### src/rtl/traffic_pkg.sv
// rtl/traffic_pkg.sv - shared state encodings, light patterns and default durations
package traffic_pkg;

    typedef enum logic [2:0] {
        NS_G = 3'd0,
        NS_Y = 3'd1,
        RED1 = 3'd2,
        EW_G = 3'd3,
        EW_Y = 3'd4,
        RED2 = 3'd5
    } state_t;

    // light[5:3] = NS {R,Y,G}, light[2:0] = EW {R,Y,G}
    localparam logic [5:0] LIGHT_NS_G = 6'b001_100;
    localparam logic [5:0] LIGHT_NS_Y = 6'b010_100;
    localparam logic [5:0] LIGHT_RED1 = 6'b100_100;
    localparam logic [5:0] LIGHT_EW_G = 6'b100_001;
    localparam logic [5:0] LIGHT_EW_Y = 6'b100_010;
    localparam logic [5:0] LIGHT_RED2 = 6'b100_100;

    localparam int DEF_T_GREEN     = 8;
    localparam int DEF_T_MIN_GREEN = 3;
    localparam int DEF_T_YELLOW    = 2;
    localparam int DEF_T_ALLRED    = 1;

    // Unknown codes decode to all-red so a corrupted state never shows a go aspect
    function automatic logic [5:0] light_of(input state_t s);
        case (s)
            NS_G:    return LIGHT_NS_G;
            NS_Y:    return LIGHT_NS_Y;
            RED1:    return LIGHT_RED1;
            EW_G:    return LIGHT_EW_G;
            EW_Y:    return LIGHT_EW_Y;
            RED2:    return LIGHT_RED2;
            default: return LIGHT_RED2;
        endcase
    endfunction

endpackage

### src/rtl/phase_timer.sv
// rtl/phase_timer.sv - tick-enabled 4-bit phase counter with synchronous clear
module phase_timer (
    input  logic       clk,
    input  logic       rst,
    input  logic       clr,
    input  logic       en,
    output logic [3:0] count
);

    // Clear beats enable so the count restarts at 0 on the exiting tick
    always_ff @(posedge clk or posedge rst) begin
        if (rst) begin
            count <= 4'd0;
        end else if (clr) begin
            count <= 4'd0;
        end else if (en) begin
            count <= count + 4'd1;
        end
    end

endmodule

### src/rtl/traffic_sequencer.sv
// rtl/traffic_sequencer.sv - two-way traffic light sequencer with request-driven early green cut
module traffic_sequencer
    import traffic_pkg::*;
#(
    parameter int T_GREEN     = DEF_T_GREEN,
    parameter int T_MIN_GREEN = DEF_T_MIN_GREEN,
    parameter int T_YELLOW    = DEF_T_YELLOW,
    parameter int T_ALLRED    = DEF_T_ALLRED
) (
    input  logic       clk,
    input  logic       rst,
    input  logic       tick,
    input  logic       ns_req,
    input  logic       ew_req,
    output logic [5:0] light,
    output logic [2:0] phase,
    output logic       ns_ack,
    output logic       ew_ack
);

    // Timer value on the tick that ends each kind of phase
    localparam logic [3:0] GREEN_LAST  = 4'(T_GREEN - 1);
    localparam logic [3:0] MIN_G_LAST  = 4'(T_MIN_GREEN - 1);
    localparam logic [3:0] YELLOW_LAST = 4'(T_YELLOW - 1);
    localparam logic [3:0] ALLRED_LAST = 4'(T_ALLRED - 1);

    state_t     state;
    state_t     next_state;
    logic [3:0] count;
    logic       state_chg;
    logic       ns_pend;
    logic       ew_pend;
    logic       ns_pend_nx;
    logic       ew_pend_nx;
    logic       enter_ns;
    logic       enter_ew;
    logic       green_done;

    phase_timer u_timer (
        .clk   (clk),
        .rst   (rst),
        .clr   (state_chg),
        .en    (tick),
        .count (count)
    );

    // Next state: timed exits, with greens cut short once the cross direction is waiting
    always_comb begin
        next_state = state;
        green_done = 1'b0;
        case (state)
            NS_G: begin
                green_done = (count == GREEN_LAST) || ((count >= MIN_G_LAST) && ew_pend);
                if (tick && green_done) next_state = NS_Y;
            end
            NS_Y: if (tick && (count == YELLOW_LAST)) next_state = RED1;
            RED1: if (tick && (count == ALLRED_LAST)) next_state = EW_G;
            EW_G: begin
                green_done = (count == GREEN_LAST) || ((count >= MIN_G_LAST) && ns_pend);
                if (tick && green_done) next_state = EW_Y;
            end
            EW_Y: if (tick && (count == YELLOW_LAST)) next_state = RED2;
            RED2: if (tick && (count == ALLRED_LAST)) next_state = NS_G;
            default: next_state = RED2;
        endcase
    end

    // Pending flags: green entry clears and wins over a same-edge request
    always_comb begin
        state_chg  = (next_state != state);
        enter_ns   = state_chg && (next_state == NS_G);
        enter_ew   = state_chg && (next_state == EW_G);
        ns_pend_nx = ns_pend;
        ew_pend_nx = ew_pend;
        if (enter_ns) begin
            ns_pend_nx = 1'b0;
        end else if (ns_req && (state != NS_G)) begin
            ns_pend_nx = 1'b1;
        end
        if (enter_ew) begin
            ew_pend_nx = 1'b0;
        end else if (ew_req && (state != EW_G)) begin
            ew_pend_nx = 1'b1;
        end
    end

    // State, pending flags and outputs all register on the same edge, outputs decoded from next state
    always_ff @(posedge clk or posedge rst) begin
        if (rst) begin
            state   <= NS_G;
            ns_pend <= 1'b0;
            ew_pend <= 1'b0;
            light   <= LIGHT_NS_G;
            phase   <= 3'd0;
            ns_ack  <= 1'b0;
            ew_ack  <= 1'b0;
        end else begin
            state   <= next_state;
            ns_pend <= ns_pend_nx;
            ew_pend <= ew_pend_nx;
            light   <= light_of(next_state);
            phase   <= next_state;
            ns_ack  <= enter_ns;
            ew_ack  <= enter_ew;
        end
    end

endmodule

### config.mk
export PLATFORM = sky130hd
export DESIGN_NAME = traffic_sequencer
export DESIGN_NICKNAME = d
export VERILOG_FILES = /design/src/rtl/traffic_pkg.sv /design/src/rtl/phase_timer.sv /design/src/rtl/traffic_sequencer.sv
export SDC_FILE = /design/constraint.sdc
export NUM_CORES = 1
export LEC_CHECK = 0
export ABC_CLOCK_PERIOD_IN_PS = 2300
export CORE_MARGIN = 4
export CORE_UTILIZATION = 50
export DETAILED_ROUTE_END_ITERATION = 8
export GPL_TIMING_DRIVEN = 1
export PLACE_DENSITY = 0.85
export SETUP_SLACK_MARGIN = 0.05
export SLEW_MARGIN = 20
export SYNTH_ARGS = -nofsm -noshare
export SYNTH_HDL_FRONTEND = slang
export SYNTH_SLANG_ARGS = --single-unit
### constraint.sdc
create_clock -name clk -period 2.3 [get_ports clk]
set_input_delay 0.23 -clock clk [delete_from_list [all_inputs] [get_ports clk]]
set_output_delay 0.23 -clock clk [all_outputs]
set_load 0.05 [all_outputs]
==> results by group, run 1 <==
Critical path
  • Crit-path cells: clkdlybuf4s50_1
  • Crit. End Element: output port
  • R2R Setup Slk: around 370 ps
  • R2r startpoint: u_timer.count[1]
  • Slowest cell on the critical path: clkdlybuf4s50_1
  • Worst setup SP type: register
  • WP buf/inv: 1
  • Worst reg2reg path depth: 6
  • Crit path kind: reg -> out
  • Reg2Reg Capture Point: u_timer.count[2]
  • CP required: 2070 ps
  • Top delay family on crit path: buffers and inverters
  • Critical path arrival: 1760 ps
  • CP max stage delay: approximately 880 ps
  • Crit-path max FO: 14

GRT
  • Vias in the first global route: between 600 and 700
  • GRT overflow: 0
  • Largest net degree at the start of global routing: 18
  • First-pass GRT wire length: between 3000 and 4000 um
  • Gr usage total: 16.1%
  • Initial antenna violation count: 0

Logic synthesis
  • Sequential share of the synthesized area: between 40% and 50%
  • Post-Syn Area per Cell: 10.3 um2
  • Syn_nets: 95
  • Post-synth EDFFs: 0
  • Syn Inst Count: 86
  • Top cells by area, synth: dfrtp_1 42%, dfstp_2 5.9%, ha_1 5.6%, a21oi_1 3.4%, nor4_1 2.8%
  • Mapped Area: 888 um2
  • Top cells by count, synth: 15 x dfrtp_1, 6 x a21oi_1, 5 x inv_1, 5 x nand2_1
  • Warnings from Yosys: 0
  • Leading area contributor after synthesis: dfrtp_1
  • Top-area cell type share of the netlist area: 42.3%
  • Netlist cell types: 38
  • Async set or reset register ratio after synthesis: between 90% and 100%
  • Post-synth top flop: dfrtp_1
  • #FFs+latches synth: 17
  • Count leader, synth: dfrtp_1

STA
  • Final Max Tran Viols: 0
  • Setup TNS: 0 ps
  • Crit share post-route: between 80% and 90%
  • Setup violators final: 0
  • Max Fclk: roughly 0.50 GHz
  • Clk_skew: approximately 4.4 ps
  • Slew HR: between 60% and 70%
  • RSZ-0062 raised after global routing: no
  • Tightest Pin Transition: between 500 and 600 ps
  • Final Hold Viols: 0
  • Min Clock Period, post-route: around 2000 ps
  • Final setup margin: between 300 and 400 ps

Placement
  • Placer Congestion: about 0.80
  • IO buf count: 15
  • DPL Wire Length: 1330 um
  • DP Worst Slack: approximately 320 ps
  • Placed Area: approximately 0.0011 mm2

Floorplanning
  • Number of core rows: 14
  • Die Span X: between 50 and 60 um
  • Initial Utilization: 55.7%
  • Die height: 50.2 um
  • I/O Pins: 16
  • Die area: ~0.0025 mm2
  • Core ar.: 0.00159 mm2

Clock network
  • CTS tree: yes
  • H-tree depth: 1
  • Postcts setup bufs: 0
  • Inserted Clock Buffers: 3
  • Max Root-Sink Buffers: 2
  • Clock latency at the later pin of the worst-skew pair: about 290 ps
  • Clk slew on worst S/H paths: ~100 ps
  • PostCTS Resize Cnt: 0
  • Root Buffer: clkbuf_4
  • # hold bufs at CTS: 0
  • Number of clock sinks: 17

Finish
  • Share of cells above drive strength 1: between 10% and 20%
  • Area of the multi-input gates: roughly 420 um2
  • Layout area overhead: 22.0%
  • Ant diodes: 0
  • Post-Layout Inst Area: 0.00108 mm2
  • FF+latch area: 428 um2
  • Filler Cell Count: roughly 130
  • Nets: ~110

Route
  • Post-route ant nets: 0
  • Via count: approximately 740
  • Pre-Repair DR Iteration Count: 4
  • WL/cell: approximately 14 um
  • Via/cell ratio: just under 6
  • DRC: 0
  • Routed WL: 1750 um
  • DR iter-0 viols: 32

Pwr
  • Power per cell area: approximately 1400 mW/mm2
  • Overall power: 1.51 mW
  • Worst VDD drop: ~600 uV
  • Leakage: roughly 0.46 nW

Job
  • Max-cap violations: 0

Outcome
  • Status: finished clean

Worst hold path
  • Hold Path Class: in -> async
placed cells by master, fill, tap and decap left out, types with 3 or more instances in the layout:
master	instances
a21oi_1	6
clkbuf_4	3
clkdlybuf4s50_1	15
dfrtp_1	15
ha_1	4
inv_1	5
nand2_1	5
nor2_1	4
nor3_1	3
nor4_1	4
o21ai_0	3
through the flow:
step | utilization (%) | hold slack [ps] | std cells
global route | 68.0 | 370 | 126
floorplan | - | 155 | 86
CTS | 68.0 | 336 | 126
detailed placement | 66.3 | 533 | 122
global placement | 66.3 | 523 | 122
finish | 68.0 | 311 | 126
sequential cells by signal, indices dropped and copies added (netlist names):
signal	cells
state	3
ns_ack	1
ew_ack	1
light	6
ew_pend	1
u_timer.count	4
ns_pend	1
worst max path at each step:
stage | startpoint | to | slack (ps) | cells after the start
2_1_floorplan | state[2] | u_timer.count[0] | 480 | 4
3_3_place_gp | tick | u_timer.count[2] | 410 | 5
3_5_place_dp | tick | u_timer.count[2] | 320 | 5
4_1_cts | state[2] | phase[2] | 310 | 1
5_1_grt | state[2] | phase[2] | 230 | 1
6_report | state[2] | phase[2] | 310 | 1
final cells by class:
type                       count  area share [%]
sequential                    17            39.5
multi-input combinational     60            39.0
timing repair buffer          16            14.5
tap                           24            2.77
clock buffer                   4            2.42
inverter                       5            1.73
where the power goes:
part | total (mW) | switching, mW | internal [mW] | leakage [nW]
sequential | 0.533 | 0.125 | 0.408 | 0.210
combinational | 0.813 | 0.503 | 0.310 | 0.235
clock | 0.160 | 0.0922 | 0.0674 | 0.0150
cells by family after synthesis:
family,synth area share (%)
AO/OA/AOI/OAI,14.8
flip-flops,48.2
buffers and inverters,4.22
AND/OR/NAND/NOR,21.8
multiplexers,2.39
XOR/XNOR,2.96
adder cells (fa/ha/maj),5.63
layer usage:
layer | share of wire, % | routed length, um | vias up | GRT usage, %
met5 | 0 | 0 | - | 0
met4 | 2.3 | 41 | 0 | 10.1
met3 | 8.3 | 146 | 6 | 3.85
met2 | 49 | 861 | 32 | 26.5
met1 | 40 | 700 | 349 | 18.7
li1 | - | - | 348 | -
Note: power is estimated with default switching activity, not from simulation.
==> run 2, diff against run 1 <==
--- a/config.mk
+++ b/config.mk
@@ -9,10 +9,10 @@
 export CORE_MARGIN = 4
 export CORE_UTILIZATION = 50
 export DETAILED_ROUTE_END_ITERATION = 8
+export GPL_ROUTABILITY_DRIVEN = 0
 export GPL_TIMING_DRIVEN = 1
 export PLACE_DENSITY = 0.85
 export SETUP_SLACK_MARGIN = 0.05
-export SLEW_MARGIN = 20
 export SYNTH_ARGS = -nofsm -noshare
 export SYNTH_HDL_FRONTEND = slang
 export SYNTH_SLANG_ARGS = --single-unit
==> results of run 2 <==
Same layout as run 1: the final DEF is identical, and so are final timing and power.
==> run 3, diff against run 2 <==
--- a/config.mk
+++ b/config.mk
@@ -7,11 +7,11 @@
 export LEC_CHECK = 0
 export ABC_CLOCK_PERIOD_IN_PS = 2300
 export CORE_MARGIN = 4
-export CORE_UTILIZATION = 50
+export CORE_UTILIZATION = 30
 export DETAILED_ROUTE_END_ITERATION = 8
 export GPL_ROUTABILITY_DRIVEN = 0
 export GPL_TIMING_DRIVEN = 1
-export PLACE_DENSITY = 0.85
+export PLACE_DENSITY = 0.59
 export SETUP_SLACK_MARGIN = 0.05
 export SYNTH_ARGS = -nofsm -noshare
 export SYNTH_HDL_FRONTEND = slang
==> run 3 against run 2 <==
- critical path depth is the same
- setup slack better by 14 ps
- cell count up 6.3%
- clock power grew 3%
- global-route usage decreased by 6.2 points
- wire length up 6.6%
==> results by group, run 3 (synthesis gave the netlist of run 1 again) <==
Route
  • DRC: 0 (unchanged)
  • DR WL met3: 123 um (-16%)
  • Metal-1 WL: 813 um (+16%)
  • DR iter-0 viols: 13 (-59%)
  • Via count: 713 (-3.0%)
  • Pre-Repair DR Iteration Count: 4 (unchanged)
  • Via/cell ratio: 5.32 (-8.8%)
  • Routed WL: 1860 um (+6.6%)
  • Post-route ant nets: 0 (unchanged)
  • Highest metal used: met4
  • WL/cell: 13.9 um (+0.21%)
  • Met2 wire length: 910 um (+5.7%)

Critical path
  • CP max stage delay: 880 ps (about the same)
  • Slowest cell on the critical path: clkdlybuf4s50_1
  • Crit-path cells: clkdlybuf4s50_1
  • Top delay family on crit path: buffers and inverters
  • Crit-path max FO: 11 (-3)
  • WP buf/inv: 1 (unchanged)
  • CP required: 2070 ps (about the same)
  • Critical path arrival: 1750 ps (about the same)
  • Worst setup SP type: register
  • Crit path kind: reg -> out
  • Crit. End Element: output port

GRT
  • Initial antenna violation count: 0 (unchanged)
  • GRT overflow: 0 (unchanged)
  • Gr usage total: 9.82% (-6.2 points)
  • First-pass GRT wire length: 3200 um (+6.2%)
  • Vias in the first global route: 746 (+8.3%)
  • Largest net degree at the start of global routing: 18 (unchanged)

STA
  • Final Max Tran Viols: 0 (unchanged)
  • Tightest Pin Transition: 644 ps (+49.0 ps)
  • Setup violators final: 0 (unchanged)
  • Max Fclk: 0.506 GHz (+0.72%)
  • Slew HR: 57.0% (-3.3 points)
  • Setup TNS: 0 ps (unchanged)
  • Crit share post-route: 85.9% (-0.62 points)
  • RSZ-0062 raised after global routing: no
  • Final Hold Viols: 0 (unchanged)
  • Min Clock Period, post-route: 1980 ps (-14.3 ps)
  • Clk_skew: 11.2 ps (+6.80 ps)

Clock network
  • # hold bufs at CTS: 0 (unchanged)
  • Postcts setup bufs: 0 (unchanged)
  • CTS tree: yes
  • Number of clock sinks: 17 (unchanged)
  • Clk slew on worst S/H paths: 110 ps (about the same)
  • Max Root-Sink Buffers: 2 (unchanged)
  • PostCTS Resize Cnt: 0 (unchanged)
  • H-tree depth: 1 (unchanged)
  • Root Buffer: clkbuf_4
  • Inserted Clock Buffers: 3 (unchanged)
  • Clock latency at the later pin of the worst-skew pair: 300 ps (about the same)

Finish
  • Biggest regs: light x6, u_timer.count x4, state x3
  • Most frequent cells in the layout: 15 x dfrtp_1, 15 x clkdlybuf4s50_1, 6 x a21oi_1, 5 x inv_1, 5 x nand2_1
  • FF+latch area: 428 um2 (unchanged)
  • Share of cells above drive strength 1: 12.6% (+1.8 points)
  • Area of the multi-input gates: 423 um2 (unchanged)
  • Filler Cell Count: 275 (+120%)
  • Nets: 113 (+0.89%)
  • Layout area overhead: 23.9%
  • Most flop-heavy register: light
  • Ant diodes: 0 (unchanged)
  • Largest register FFs: 6 (unchanged)

Pwr
  • Switching power share of the total: 48.3% (+0.47 points)
  • Power per cell area: 1390 mW/mm2 (+0.21%)
  • Switch Pwr: 0.741 mW (+2.8%)
  • Flop pwr share: 33.7% (-1.7 points)
  • Leakage: 0.468 nW (+1.7%)
  • Internal power: 0.793 mW (+0.90%)
  • Clock Power Share: 10.7% (about the same)
  • Combinational power share: 55.5% (+1.5 points)
  • Worst VDD drop: 801 uV (+36%)
  • Overall power: 1.53 mW (+1.8%)

Floorplanning
  • Number of core rows: 19 (+5)
  • I/O Pins: 16 (unchanged)
  • Initial Utilization: 31.9% (-24 points)
  • Die Span X: 62.4 um (+24%)
  • Die height: 62.4 um (+24%)
  • Core ar.: 0.00278 mm2 (+74%)
  • Die area: 0.00390 mm2 (+55%)

Worst hold path
  • Hold Path Class: in -> async

Job
  • Max-cap violations: 0 (unchanged)

Placement
  • DPL Wire Length: 1410 um (+6.0%)
  • IO buf count: 15 (unchanged)

Outcome
  • Status: finished clean
## run 3: area by class of cell
type	count	area share [%]
clock buffers	3	2.05
multi-input cells	60	38.4
inverters	5	1.70
repair buffers	17	15.0
clock inverters	1	0.455
well taps	31	3.52
flip-flops and latches	17	38.9
## run 3: power by group through the flow
stage / clock (mW) / sequential, mW / combinational, mW
after floorplan: 0 / 0.701 / 0.426
after global placement: 0 / 0.524 / 0.840
after detailed placement: 0 / 0.523 / 0.850
after CTS: 0.167 / 0.519 / 0.856
after global routing: 0.181 / 0.535 / 0.916
final: 0.165 / 0.517 / 0.851
## run 3: per-stage QoR
stage	hold slack (ps)	util [%]	cell area [um2]	worst slack, ps	instances
3_5_place_dp	550	38.6	1070	375	130
5_1_grt	396	39.6	1100	289	134
6_report	308	39.6	1100	325	134
2_1_floorplan	155	-	888	476	86
3_3_place_gp	524	38.6	1070	415	130
4_1_cts	349	39.6	1100	320	134
## run 3: routing by layer
metal / track usage (%) / vias up
met1: 11.9 / 342
met5: 0 / -
met3: 3.24 / 2
li1: - / 344
met4: 2.39 / 0
met2: 16.7 / 25
## run 3: worst paths after layout
check	cells past startpoint	slack, ps	endpoint	start
setup reg to reg	6	390	u_timer.count[3]	u_timer.count[1]
hold / removal	2	310	state[2]	rst
min in group clk	3	520	ns_pend	ns_req
max in group asynchronous	2	1570	u_timer.count[3]	rst
hold reg to reg	2	590	ns_pend	ns_pend
setup / recovery	1	320	phase[0]	state[0]
